[src/rtl/cam_lookup_scheduler_if.sv]
// cam_lookup_scheduler_if
//
// Bundles the request, response and CAM-control signals of cam_lookup_scheduler.
//   slave  : the scheduler's view (takes requests and CAM results, drives responses and CAM controls)
//   master : the environment's view (ingress parsers, response consumers and the CAM)
//
// Signals:
//   request_valid / request_ready            per-port request handshake (ready is a one-hot pulse)
//   request_destination_key / _source_key    packed per-port MAC keys, port p at [p*KEY_WIDTH +: KEY_WIDTH]
//   response_valid/_port/_index/_flood       one-cycle forwarding result
//   learn_drop                               pulse when a learn is skipped because the table is full
//   cam_write_enable/_match_enable/_delete_enable, cam_key, cam_index   CAM controls
//   cam_match_index/_valid, cam_no_match     registered CAM lookup result
//   entry_count, table_full                  CAM occupancy
interface cam_lookup_scheduler_if #(
    parameter int unsigned NUM_PORTS   = 4,
    parameter int unsigned KEY_WIDTH   = 48,
    parameter int unsigned TABLE_DEPTH = 32,
    parameter int unsigned INDEX_DEPTH = 8
);
    localparam int unsigned PortWidth  = (NUM_PORTS > 1) ? $clog2(NUM_PORTS) : 1;
    localparam int unsigned IndexWidth = (INDEX_DEPTH > 1) ? $clog2(INDEX_DEPTH) : 1;
    localparam int unsigned CountWidth = $clog2(TABLE_DEPTH + 1);

    logic [NUM_PORTS-1:0]           request_valid;
    logic [NUM_PORTS-1:0]           request_ready;
    logic [NUM_PORTS*KEY_WIDTH-1:0] request_destination_key;
    logic [NUM_PORTS*KEY_WIDTH-1:0] request_source_key;

    logic                           response_valid;
    logic [PortWidth-1:0]           response_port;
    logic [IndexWidth-1:0]          response_index;
    logic                           response_flood;
    logic                           learn_drop;

    logic                           cam_write_enable;
    logic                           cam_match_enable;
    logic                           cam_delete_enable;
    logic [KEY_WIDTH-1:0]           cam_key;
    logic [IndexWidth-1:0]          cam_index;
    logic [IndexWidth-1:0]          cam_match_index;
    logic                           cam_match_valid;
    logic                           cam_no_match;

    logic [CountWidth-1:0]          entry_count;
    logic                           table_full;

    modport slave (
        input  request_valid, request_destination_key, request_source_key,
        input  cam_match_index, cam_match_valid, cam_no_match,
        output request_ready, response_valid, response_port, response_index, response_flood,
        output learn_drop, cam_write_enable, cam_match_enable, cam_delete_enable,
        output cam_key, cam_index, entry_count, table_full
    );

    modport master (
        output request_valid, request_destination_key, request_source_key,
        output cam_match_index, cam_match_valid, cam_no_match,
        input  request_ready, response_valid, response_port, response_index, response_flood,
        input  learn_drop, cam_write_enable, cam_match_enable, cam_delete_enable,
        input  cam_key, cam_index, entry_count, table_full
    );
endinterface

[src/rtl/cam_lookup_scheduler.sv]
// cam_lookup_scheduler
//
// Round-robin arbiter and sequencer for the forwarding CAM. Each granted request performs a
// destination lookup, a source lookup, optional source learning, and ends with one response.
//
// Ports:
//   clock  : single clock domain
//   reset  : asynchronous, active-high (the CAM's reset_n is driven from ~reset at the top level)
//   bus    : cam_lookup_scheduler_if.slave -- requests, responses, CAM controls and occupancy
//
// Optional feature: define CAM_LOOKUP_SCHEDULER_MOVE_EN to relearn a station seen on a new port
// (delete old entry, then write). Without it, an existing binding on another index is kept and
// the delete path is absent.
module cam_lookup_scheduler #(
    parameter int unsigned NUM_PORTS   = 4,
    parameter int unsigned KEY_WIDTH   = 48,
    parameter int unsigned TABLE_DEPTH = 32,
    parameter int unsigned INDEX_DEPTH = 8
) (
    input logic                   clock,
    input logic                   reset,
    cam_lookup_scheduler_if.slave bus
);
    localparam int unsigned PortWidth  = (NUM_PORTS > 1) ? $clog2(NUM_PORTS) : 1;
    localparam int unsigned IndexWidth = (INDEX_DEPTH > 1) ? $clog2(INDEX_DEPTH) : 1;
    localparam int unsigned CountWidth = $clog2(TABLE_DEPTH + 1);
    // Group (multicast) flag of a MAC address: LSB of the first octet.
    localparam int unsigned GroupBit   = 40;

    typedef enum logic [2:0] {
        StIdle,
        StDstLookup,
        StSrcLookup,
        StSrcCheck,
        StDelete,
        StWrite,
        StRespond
    } state_e;

    state_e                state_q, state_d;
    logic [PortWidth-1:0]  last_grant_q;
    logic [PortWidth-1:0]  grant_q;
    logic [KEY_WIDTH-1:0]  src_key_q;
    logic [KEY_WIDTH-1:0]  cam_key_q;
    logic [IndexWidth-1:0] cam_index_q;
    logic [IndexWidth-1:0] dst_index_q;
    logic                  dst_flood_q;
    logic                  dst_group_q;
    logic [CountWidth-1:0] entry_count_q, entry_count_d;

    logic [PortWidth-1:0]  grant_idx;
    logic                  grant_found;
    logic                  accept;
    logic [KEY_WIDTH-1:0]  grant_dst_key;
    logic [KEY_WIDTH-1:0]  grant_src_key;
    logic                  cam_hit;
    logic                  src_same_port;
    logic                  table_full;
    logic                  learn_drop;

    // Round-robin search starting one past the last grant.
    always_comb begin
        int unsigned cand;
        grant_found = 1'b0;
        grant_idx   = '0;
        cand        = 0;
        for (int unsigned i = 0; i < NUM_PORTS; i++) begin
            cand = (32'(last_grant_q) + 1 + i) % NUM_PORTS;
            if (!grant_found && bus.request_valid[cand]) begin
                grant_found = 1'b1;
                grant_idx   = PortWidth'(cand);
            end
        end
    end

    assign accept        = (state_q == StIdle) && grant_found;
    assign grant_dst_key = bus.request_destination_key[grant_idx*KEY_WIDTH +: KEY_WIDTH];
    assign grant_src_key = bus.request_source_key[grant_idx*KEY_WIDTH +: KEY_WIDTH];

    assign cam_hit       = bus.cam_match_valid && !bus.cam_no_match;
    assign src_same_port = (bus.cam_match_index == IndexWidth'(grant_q));
    assign table_full    = (entry_count_q == CountWidth'(TABLE_DEPTH));

    // Next state and learn decision.
    always_comb begin
        state_d    = state_q;
        learn_drop = 1'b0;
        case (state_q)
            StIdle: begin
                if (grant_found) state_d = StDstLookup;
            end
            StDstLookup: state_d = StSrcLookup;
            StSrcLookup: state_d = StSrcCheck;
            StSrcCheck: begin
                if (src_key_q[GroupBit]) begin
                    state_d = StRespond;
                end else if (cam_hit) begin
                    if (src_same_port) begin
                        state_d = StRespond;
                    end else begin
`ifdef CAM_LOOKUP_SCHEDULER_MOVE_EN
                        state_d = StDelete;
`else
                        state_d = StRespond;
`endif
                    end
                end else if (!table_full) begin
                    state_d = StWrite;
                end else begin
                    learn_drop = 1'b1;
                    state_d    = StRespond;
                end
            end
`ifdef CAM_LOOKUP_SCHEDULER_MOVE_EN
            StDelete: state_d = StWrite;
`endif
            StWrite:   state_d = StRespond;
            StRespond: state_d = StIdle;
            default:   state_d = StIdle;
        endcase
    end

    // Occupancy tracks the CAM, saturating at both ends.
    always_comb begin
        entry_count_d = entry_count_q;
        if (state_q == StWrite && entry_count_q < CountWidth'(TABLE_DEPTH)) begin
            entry_count_d = entry_count_q + 1'b1;
        end
`ifdef CAM_LOOKUP_SCHEDULER_MOVE_EN
        if (state_q == StDelete && entry_count_q != '0) begin
            entry_count_d = entry_count_q - 1'b1;
        end
`endif
    end

    always_ff @(posedge clock or posedge reset) begin
        if (reset) begin
            state_q       <= StIdle;
            last_grant_q  <= PortWidth'(NUM_PORTS - 1);
            grant_q       <= '0;
            src_key_q     <= '0;
            cam_key_q     <= '0;
            cam_index_q   <= '0;
            dst_index_q   <= '0;
            dst_flood_q   <= 1'b0;
            dst_group_q   <= 1'b0;
            entry_count_q <= '0;
        end else begin
            state_q       <= state_d;
            entry_count_q <= entry_count_d;
            if (accept) begin
                last_grant_q <= grant_idx;
                grant_q      <= grant_idx;
                src_key_q    <= grant_src_key;
                dst_group_q  <= grant_dst_key[GroupBit];
                cam_key_q    <= grant_dst_key;
                cam_index_q  <= IndexWidth'(grant_idx);
            end
            // The key switches to the source right after the destination match cycle and
            // then stays there for the delete/write that may follow.
            if (state_q == StDstLookup) begin
                cam_key_q <= src_key_q;
            end
            // Destination result is valid one cycle after its match cycle.
            if (state_q == StSrcLookup) begin
                dst_flood_q <= dst_group_q || !cam_hit;
                dst_index_q <= bus.cam_match_index;
            end
        end
    end

    // State is already IDLE during reset; the gate keeps ready low while reset is held.
    always_comb begin
        bus.request_ready = '0;
        if (accept && !reset) begin
            bus.request_ready[grant_idx] = 1'b1;
        end
    end

    assign bus.response_valid    = (state_q == StRespond);
    assign bus.response_port     = grant_q;
    assign bus.response_index    = dst_index_q;
    assign bus.response_flood    = dst_flood_q;
    assign bus.learn_drop        = learn_drop;
    assign bus.cam_match_enable  = (state_q == StDstLookup) || (state_q == StSrcLookup);
    assign bus.cam_write_enable  = (state_q == StWrite);
`ifdef CAM_LOOKUP_SCHEDULER_MOVE_EN
    assign bus.cam_delete_enable = (state_q == StDelete);
`else
    assign bus.cam_delete_enable = 1'b0;
`endif
    assign bus.cam_key           = cam_key_q;
    assign bus.cam_index         = cam_index_q;
    assign bus.entry_count       = entry_count_q;
    assign bus.table_full        = table_full;
endmodule

[src/flat_wrapper.sv]
// flat-port wrapper written by rule: the top's interface ports become plain ports
module cam_lookup_scheduler_flat 
#(
    parameter int unsigned NUM_PORTS   = 4,
    parameter int unsigned KEY_WIDTH   = 48,
    parameter int unsigned TABLE_DEPTH = 32,
    parameter int unsigned INDEX_DEPTH = 8
)
  (clock, reset, bus_request_valid, bus_request_destination_key, bus_request_source_key, bus_cam_match_index, bus_cam_match_valid, bus_cam_no_match, bus_request_ready, bus_response_valid, bus_response_port, bus_response_index, bus_response_flood, bus_learn_drop, bus_cam_write_enable, bus_cam_match_enable, bus_cam_delete_enable, bus_cam_key, bus_cam_index, bus_entry_count, bus_table_full);
  cam_lookup_scheduler_if #(.NUM_PORTS(NUM_PORTS), .KEY_WIDTH(KEY_WIDTH), .TABLE_DEPTH(TABLE_DEPTH), .INDEX_DEPTH(INDEX_DEPTH)) bus_i ();
  input logic clock;
  input logic reset;
  input wire logic [$bits(bus_i.request_valid)-1:0] bus_request_valid;
  input wire logic [$bits(bus_i.request_destination_key)-1:0] bus_request_destination_key;
  input wire logic [$bits(bus_i.request_source_key)-1:0] bus_request_source_key;
  input wire logic [$bits(bus_i.cam_match_index)-1:0] bus_cam_match_index;
  input wire logic [$bits(bus_i.cam_match_valid)-1:0] bus_cam_match_valid;
  input wire logic [$bits(bus_i.cam_no_match)-1:0] bus_cam_no_match;
  output wire logic [$bits(bus_i.request_ready)-1:0] bus_request_ready;
  output wire logic [$bits(bus_i.response_valid)-1:0] bus_response_valid;
  output wire logic [$bits(bus_i.response_port)-1:0] bus_response_port;
  output wire logic [$bits(bus_i.response_index)-1:0] bus_response_index;
  output wire logic [$bits(bus_i.response_flood)-1:0] bus_response_flood;
  output wire logic [$bits(bus_i.learn_drop)-1:0] bus_learn_drop;
  output wire logic [$bits(bus_i.cam_write_enable)-1:0] bus_cam_write_enable;
  output wire logic [$bits(bus_i.cam_match_enable)-1:0] bus_cam_match_enable;
  output wire logic [$bits(bus_i.cam_delete_enable)-1:0] bus_cam_delete_enable;
  output wire logic [$bits(bus_i.cam_key)-1:0] bus_cam_key;
  output wire logic [$bits(bus_i.cam_index)-1:0] bus_cam_index;
  output wire logic [$bits(bus_i.entry_count)-1:0] bus_entry_count;
  output wire logic [$bits(bus_i.table_full)-1:0] bus_table_full;
  assign bus_i.request_valid = bus_request_valid;
  assign bus_i.request_destination_key = bus_request_destination_key;
  assign bus_i.request_source_key = bus_request_source_key;
  assign bus_i.cam_match_index = bus_cam_match_index;
  assign bus_i.cam_match_valid = bus_cam_match_valid;
  assign bus_i.cam_no_match = bus_cam_no_match;
  assign bus_request_ready = bus_i.request_ready;
  assign bus_response_valid = bus_i.response_valid;
  assign bus_response_port = bus_i.response_port;
  assign bus_response_index = bus_i.response_index;
  assign bus_response_flood = bus_i.response_flood;
  assign bus_learn_drop = bus_i.learn_drop;
  assign bus_cam_write_enable = bus_i.cam_write_enable;
  assign bus_cam_match_enable = bus_i.cam_match_enable;
  assign bus_cam_delete_enable = bus_i.cam_delete_enable;
  assign bus_cam_key = bus_i.cam_key;
  assign bus_cam_index = bus_i.cam_index;
  assign bus_entry_count = bus_i.entry_count;
  assign bus_table_full = bus_i.table_full;
  cam_lookup_scheduler #(.NUM_PORTS(NUM_PORTS), .KEY_WIDTH(KEY_WIDTH), .TABLE_DEPTH(TABLE_DEPTH), .INDEX_DEPTH(INDEX_DEPTH)) u_core (.clock(clock), .reset(reset), .bus(bus_i));
endmodule
[config.mk]
export PLATFORM = sky130hd
export DESIGN_NAME = cam_lookup_scheduler_flat
export DESIGN_NICKNAME = d
export VERILOG_FILES = /design/src/rtl/cam_lookup_scheduler_if.sv /design/src/rtl/cam_lookup_scheduler.sv /design/src/flat_wrapper.sv
export SDC_FILE = /design/constraint.sdc
export NUM_CORES = 1
export LEC_CHECK = 0
export CORE_AREA = 3 3 180 182
export CTS_BUF_LIST = sky130_fd_sc_hd__clkbuf_4 sky130_fd_sc_hd__clkbuf_8
export CTS_CLUSTER_DIAMETER = 150
export DETAILED_ROUTE_END_ITERATION = 8
export DIE_AREA = 0 0 183 185
export GPL_TIMING_DRIVEN = 0
export SYNTH_ARGS = -nofsm -noshare
export SYNTH_HDL_FRONTEND = slang
export SYNTH_SLANG_ARGS = --single-unit
[constraint.sdc]
create_clock -name clock -period 8.9 [get_ports clock]
set_input_delay 2.67 -clock clock [delete_from_list [all_inputs] [get_ports clock]]
set_output_delay 2.67 -clock clock [all_outputs]
set_load 0.02 [all_outputs]
Word-level counts from Yosys, hierarchy flattened. Index checks and enable logic that the tools add are counted.

Add/sub/neg operators: 5. $mul: 1. Magnitude comparators: 7. Equal/unequal tests: 7. Shifts and indexed selects: 2. Multiplexer cells: 30. Reductions and logical operators: 18.

Operators by type and width (number): 192-bit by 9-bit variable part select with 48-bit output (2); 48-bit 2-to-1 mux (2); 2-bit by 3-bit less-than comparator with 1-bit output, second input constant (5); 3-bit case mux with 5 select lines (1); 1-bit 2-to-1 mux (13); 2-bit 2-to-1 mux (5); 3-bit 2-to-1 mux (3); 1-bit binary-select mux with 2-bit select (4); 1-bit logical AND (8); 6-bit by 1-bit adder with 6-bit output, second input constant (1); 3-bit by 2-bit equality test with 1-bit output, second input constant (2); 3-bit equality test, second input constant (2); 6-bit equality test, second input constant (1); 1-bit zero test (6); 6-bit less-than comparator, second input constant (1); 2-bit by 1-bit adder with 2-bit output, second input constant (2); 2-bit adder, second input constant (2); 2-bit by 2-bit multiplier with 4-bit output, second input constant (1); 4-bit 2-to-1 mux (1); 3-bit by 1-bit equality test with 1-bit output, second input constant (1); 3-bit zero test (1); 1-bit demux with 2-bit select (1); 2-bit by 1-bit greater-or-equal comparator with 1-bit output, second input constant (1); 1-bit logical OR (2); 2 further kinds (2).

Register bits after elaboration: 114. Output and inout port bits: 73.

Longest topological paths before layout.
Depth in word-level cells: 18. Depth in mapped cells: 9. Gate-level depth less buffers: 7.

Least setup slack after synthesis. No wires, ideal clock.

Path type: input to output. Start point: input reset. End point: output bus_request_ready[0]. Arrival time: 5.617 ns. Data required time: 6.230 ns. Setup slack: 0.613 ns. Stages: 2. Cells stage by stage: inv_1 -> and3_1.

Cells in the longest elaborated chain, start to end: 3.

RTL lines: start: declaration (line flat_wrapper.sv:12) `input logic reset;`; 1-bit zero test (no line); 1-bit logical AND (line cam_lookup_scheduler.sv:175) `if (accept && !reset) begin`; 4-bit 2-to-1 mux (line cam_lookup_scheduler.sv:175); end: declaration (line flat_wrapper.sv:19) `output wire logic [$bits(bus_i.request_ready)-1:0] bus_request_ready;`.

Every way passes these cells.

Final worst setup path.
Start point: input bus_request_valid[3]. End point: output bus_request_ready[0].

Cells in the longest elaborated chain, start to end: 17. Elaborated cells between the ends (all ways): 30. Classes of those cells: order compare (2); mux (19); reduce/logical (9).

RTL lines: start: declaration (line flat_wrapper.sv:13) `input wire logic [$bits(bus_i.request_valid)-1:0] bus_request_valid;`; 1-bit binary-select mux with 2-bit select (line cam_lookup_scheduler.sv:69) `if (!grant_found && bus.request_valid[cand]) begin`; 1-bit 2-to-1 mux (implied by the code) (line cam_lookup_scheduler.sv:69); 1-bit 2-to-1 mux (line cam_lookup_scheduler.sv:69); 1-bit zero test (line cam_lookup_scheduler.sv:69); 1-bit logical AND (line cam_lookup_scheduler.sv:69); 1-bit 2-to-1 mux (line cam_lookup_scheduler.sv:69); 1-bit zero test (line cam_lookup_scheduler.sv:69); 1-bit logical AND (line cam_lookup_scheduler.sv:69); 1-bit 2-to-1 mux (line cam_lookup_scheduler.sv:69); 1-bit zero test (line cam_lookup_scheduler.sv:69); 1-bit logical AND (line cam_lookup_scheduler.sv:69); 2-bit 2-to-1 mux (line cam_lookup_scheduler.sv:69); 2-bit by 3-bit less-than comparator with 1-bit output (implied by the code) or 2-bit by 1-bit greater-or-equal comparator with 1-bit output (tied branches) (line cam_lookup_scheduler.sv:176) `bus.request_ready[grant_idx] = 1'b1;`; 1-bit logical AND (implied by the code) (line cam_lookup_scheduler.sv:176); 1-bit 2-to-1 mux (implied by the code) (line cam_lookup_scheduler.sv:176); 1-bit demux with 2-bit select; 4-bit 2-to-1 mux * (line cam_lookup_scheduler.sv:175).

Every way passes the cells marked *; elsewhere a longest branch is shown, timed or not. The select of a mux whose other input is x is not followed.

==> run_results.csv <==
group,metric,value,unit
synthesis,ys_async_sr_fraction,100.0,%
finish,design_area,0.01350,sq mm
die,rows,64,
route,drc_errors,0,
synthesis,synth_top_area_share,35.41,%
clocking,cts_setup_buffers,0,
global_route,antenna_found_initial,2,
finish,area_growth,70.52,%
route,via_per_inst,5.406,
die,core_area,0.03075,sq mm
critical_path,critPathKind,"input port to primary output",
critical_path,path_common_cell,"clkdlybuf4s50_1",
finish,final_util,43.89,%
route,routedWlPerCell,25.48,microns
global_route,grt_usage,26.41,%
run_status,status,"finished clean",
route,drtPass1Iterations,5,
critical_path,cp_max_fo,10,
die,start_util,25.74,%
clocking,cts_tree,"yes",
critical_path,slowest_stage,"clkdlybuf4s50_1",
critical_path,crit_buf_inv,4,
synthesis,ys_ff_latch,114,
power,power.total,4.274,mW
sta,finalHoldViolations,0,
critical_path,slowest_delay,0.61,ns
synthesis,netlist_area,0.007915,sq mm
sta,whs,0.4961,ns
clocking,root_buffer,"clkbuf_8",
synthesis,syn_area_per_cell,8.529,sq um
placement,io_buffers,464,
global_route,grt_pass1_vias,10020,
finish,num-fill-cells,3140,
power,peakVddDrop,0.0001218,V
clocking,cts.clk_slew.worst_paths,0.08,ns
power,power_density,316.7,mW/mm^2
critical_path,critical_path.top_delay_family,"buffers and inverters",
clocking,clk_latency,0.45,ns
power,power.leakage,5.356,nW
hold_path,worstHoldStart,"u_core.src_key_q[37]",
sta,rsz0062_at_grt,"false",
route,drtIter0Drc,805,
critical_path,r2r_slack,5.57,ns
synthesis,synth_edf_count,0,
clocking,cts_buffer_depth,2,
critical_path,worst-path-stages,8,
run,drv_cap,0,
global_route,grt_pass1_wl,66450,microns
sta,worst_pin_slew,0.9847,ns
sta,timing.final.crit_share,96.72,%
finish,layoutNonFillerInstCount,1823,
global_route,grt_overflow,0,
sta,post-route-min-period,8.608,ns
die,die_area,0.03386,sq mm
synthesis,synth_warnings,0,
clocking,postCtsHoldBufs,0,
placement,place_congestion,0.8972,
clocking,h-tree-depth,4,
placement,placed_area,0.01310,sq mm
finish,drive_above_1_share,8.626,%
critical_path,crit_chain,"clkdlybuf4s50_1 -> nor2_2 -> a22oi_1 -> o32ai_2 -> buf_4 -> clkbuf_1 -> and3_1 -> clkdlybuf4s50_1",
synthesis,synth_cells,928,
die,die_x,183,microns
die,ios,468,
sta,maxSlewViolCount,0,
synthesis,yosys-top-cells-count,"191 x nand2_1, 112 x dfrtp_1, 63 x clkbuf_1, 58 x nor2_1, 53 x and3_1",
critical_path,crit_path_start,"bus_request_valid[3]",
critical_path,cp.required,6.23,ns
synthesis,synth_most_common_cell,"nand2_1",
synthesis,synth_top_flop_cell,"dfrtp_1",
route,num_vias,9856,
sta,max_freq,116.2,MHz
hold_path,min_path_type,"register to register",
critical_path,reg2reg_from,"u_core.state_q[1]",
clocking,tritoncts.num_buffers,17,
die,die_y,185,microns
critical_path,cp.arrival,5.94,ns
route,route.final.wire_length,46450,microns
critical_path,crit_path_end_kind,"primary output",
sta,maxSlewHeadroom,34.35,%
critical_path,startpoint_type,"input port",
synthesis,synth_top_area_cell,"dfrtp_1",
sta,finalSetupViolCount,0,
critical_path,crit_path_end,"bus_request_ready[0]",
critical_path,worst_r2r_path_depth,7,
synthesis,synth_area_leaders,"dfrtp_1 35%, nand2_1 9.1%, mux2_2 6.8%",
global_route,grt_max_degree,64,
placement,dp_cells,1790,
clocking,cts_sinks,114,
placement,dp_hpwl,35700,microns
sta,finalClockSkew,0.01908,ns
clocking,cts_resized,0,
critical_path,rr_endpoint,"u_core.bus.cam_key[16]",
synthesis,yosysSeqAreaShare,36.07,%
finish,layout.nets,1810,
synthesis,synthDistinctLibCells,51,
route,drtAntennaViolNets,0,
[cell families (layout without fill, tap and decap cells)]
| logic type | after synthesis | after routing | synth area share (%) |
|---|---|---|---|
| simple gates | 380 | 380 | 22.23 |
| compound gates | 269 | 269 | 27.11 |
| flops | 114 | 114 | 36.07 |
| buf+inv | 106 | 603 | 6.449 |
| mux | 52 | 52 | 7.335 |
| xor+xnor | 4 | 4 | 0.4426 |
| fa+ha+maj | 2 | 2 | 0.3161 |
| other cells | 1 | 3 | 0.04738 |
[power by group]
part           internal (mW)  leakage (nW)  total (mW)  switching (mW)
logic                   1.21          3.81        2.75            1.55
clock network          0.263         0.192       0.514           0.251
registers              0.788          1.35        1.01           0.219
[metrics by stage]
stage / setup WS (ns) / TNS [ns]
2_1_floorplan: 0.6130 / 0
3_3_place_gp: -1.827 / -5.453
3_5_place_dp: 0.3078 / 0
4_1_cts: 0.2982 / 0
5_1_grt: 0.1693 / 0
6_report: 0.2918 / 0
[placed cells by master (no fill, tap or decap), drive strengths merged, types with 3 or more instances in the layout]
cell type      instances
nor3                   4
o21ai                 52
clkinvlp               4
nor2b                  3
a221oi                47
clkbuf                83
mux2                  48
a221o                 48
xnor2                  4
nand3                  5
nand2b                 8
mux2i                  4
o22ai                  3
inv                    8
nand2                191
dfrtp                112
a31oi                 44
clkdlybuf4s50        464
buf                   36
and3                  53
o32a                  48
nor2                  59
a21oi                  8
a21o                   3
o211ai                 5
or3                   47
clkinv                 6
[metal layers]
metal | vias to the layer above | part of all wire [%] | GRT usage [%]
met5 | - | 0.028 | 0
met4 | 2 | 2.0 | 6.825
met3 | 60 | 7.5 | 5.126
met2 | 499 | 49 | 45.57
met1 | 4814 | 41 | 34.06
li1 | 4481 | - | -
[worst min path at each step]
stage | to | slack (ns) | cells after the start
floorplan | u_core.src_key_q[0] | 0.46 | 1
global placement | u_core.src_key_q[1] | 0.48 | 1
detailed placement | u_core.src_key_q[0] | 0.48 | 1
CTS | u_core.src_key_q[0] | 0.50 | 1
global route | u_core.src_key_q[0] | 0.52 | 1
finish | u_core.src_key_q[37] | 0.50 | 1
[state kept, by name (all words and copies together), names as in the netlist]
name and cells:
u_core.bus.cam_key 48, u_core.bus.response_flood 1, u_core.src_key_q 48, u_core.bus.response_port 2, u_core.state_q 3, u_core.dst_group_q 1
u_core.bus.entry_count 6, u_core.last_grant_q 2, u_core.bus.response_index 3
[area by class of cell]
class	instances	area (sq um)	share of cell area, %
Timing Repair Buffer	465	4672	34.62
Multi-Input combinational cell	709	4558	33.77
Sequential cell	114	2855	21.16
Tap cell	396	495.5	3.671
Buffer	98	480.5	3.560
Clock buffer	20	262.8	1.947
Clock inverter	12	135.1	1.001
Inverter	8	35.03	0.2596
Antenna cell	1	2.502	0.01854
Note: power is estimated with default switching activity, not from simulation.
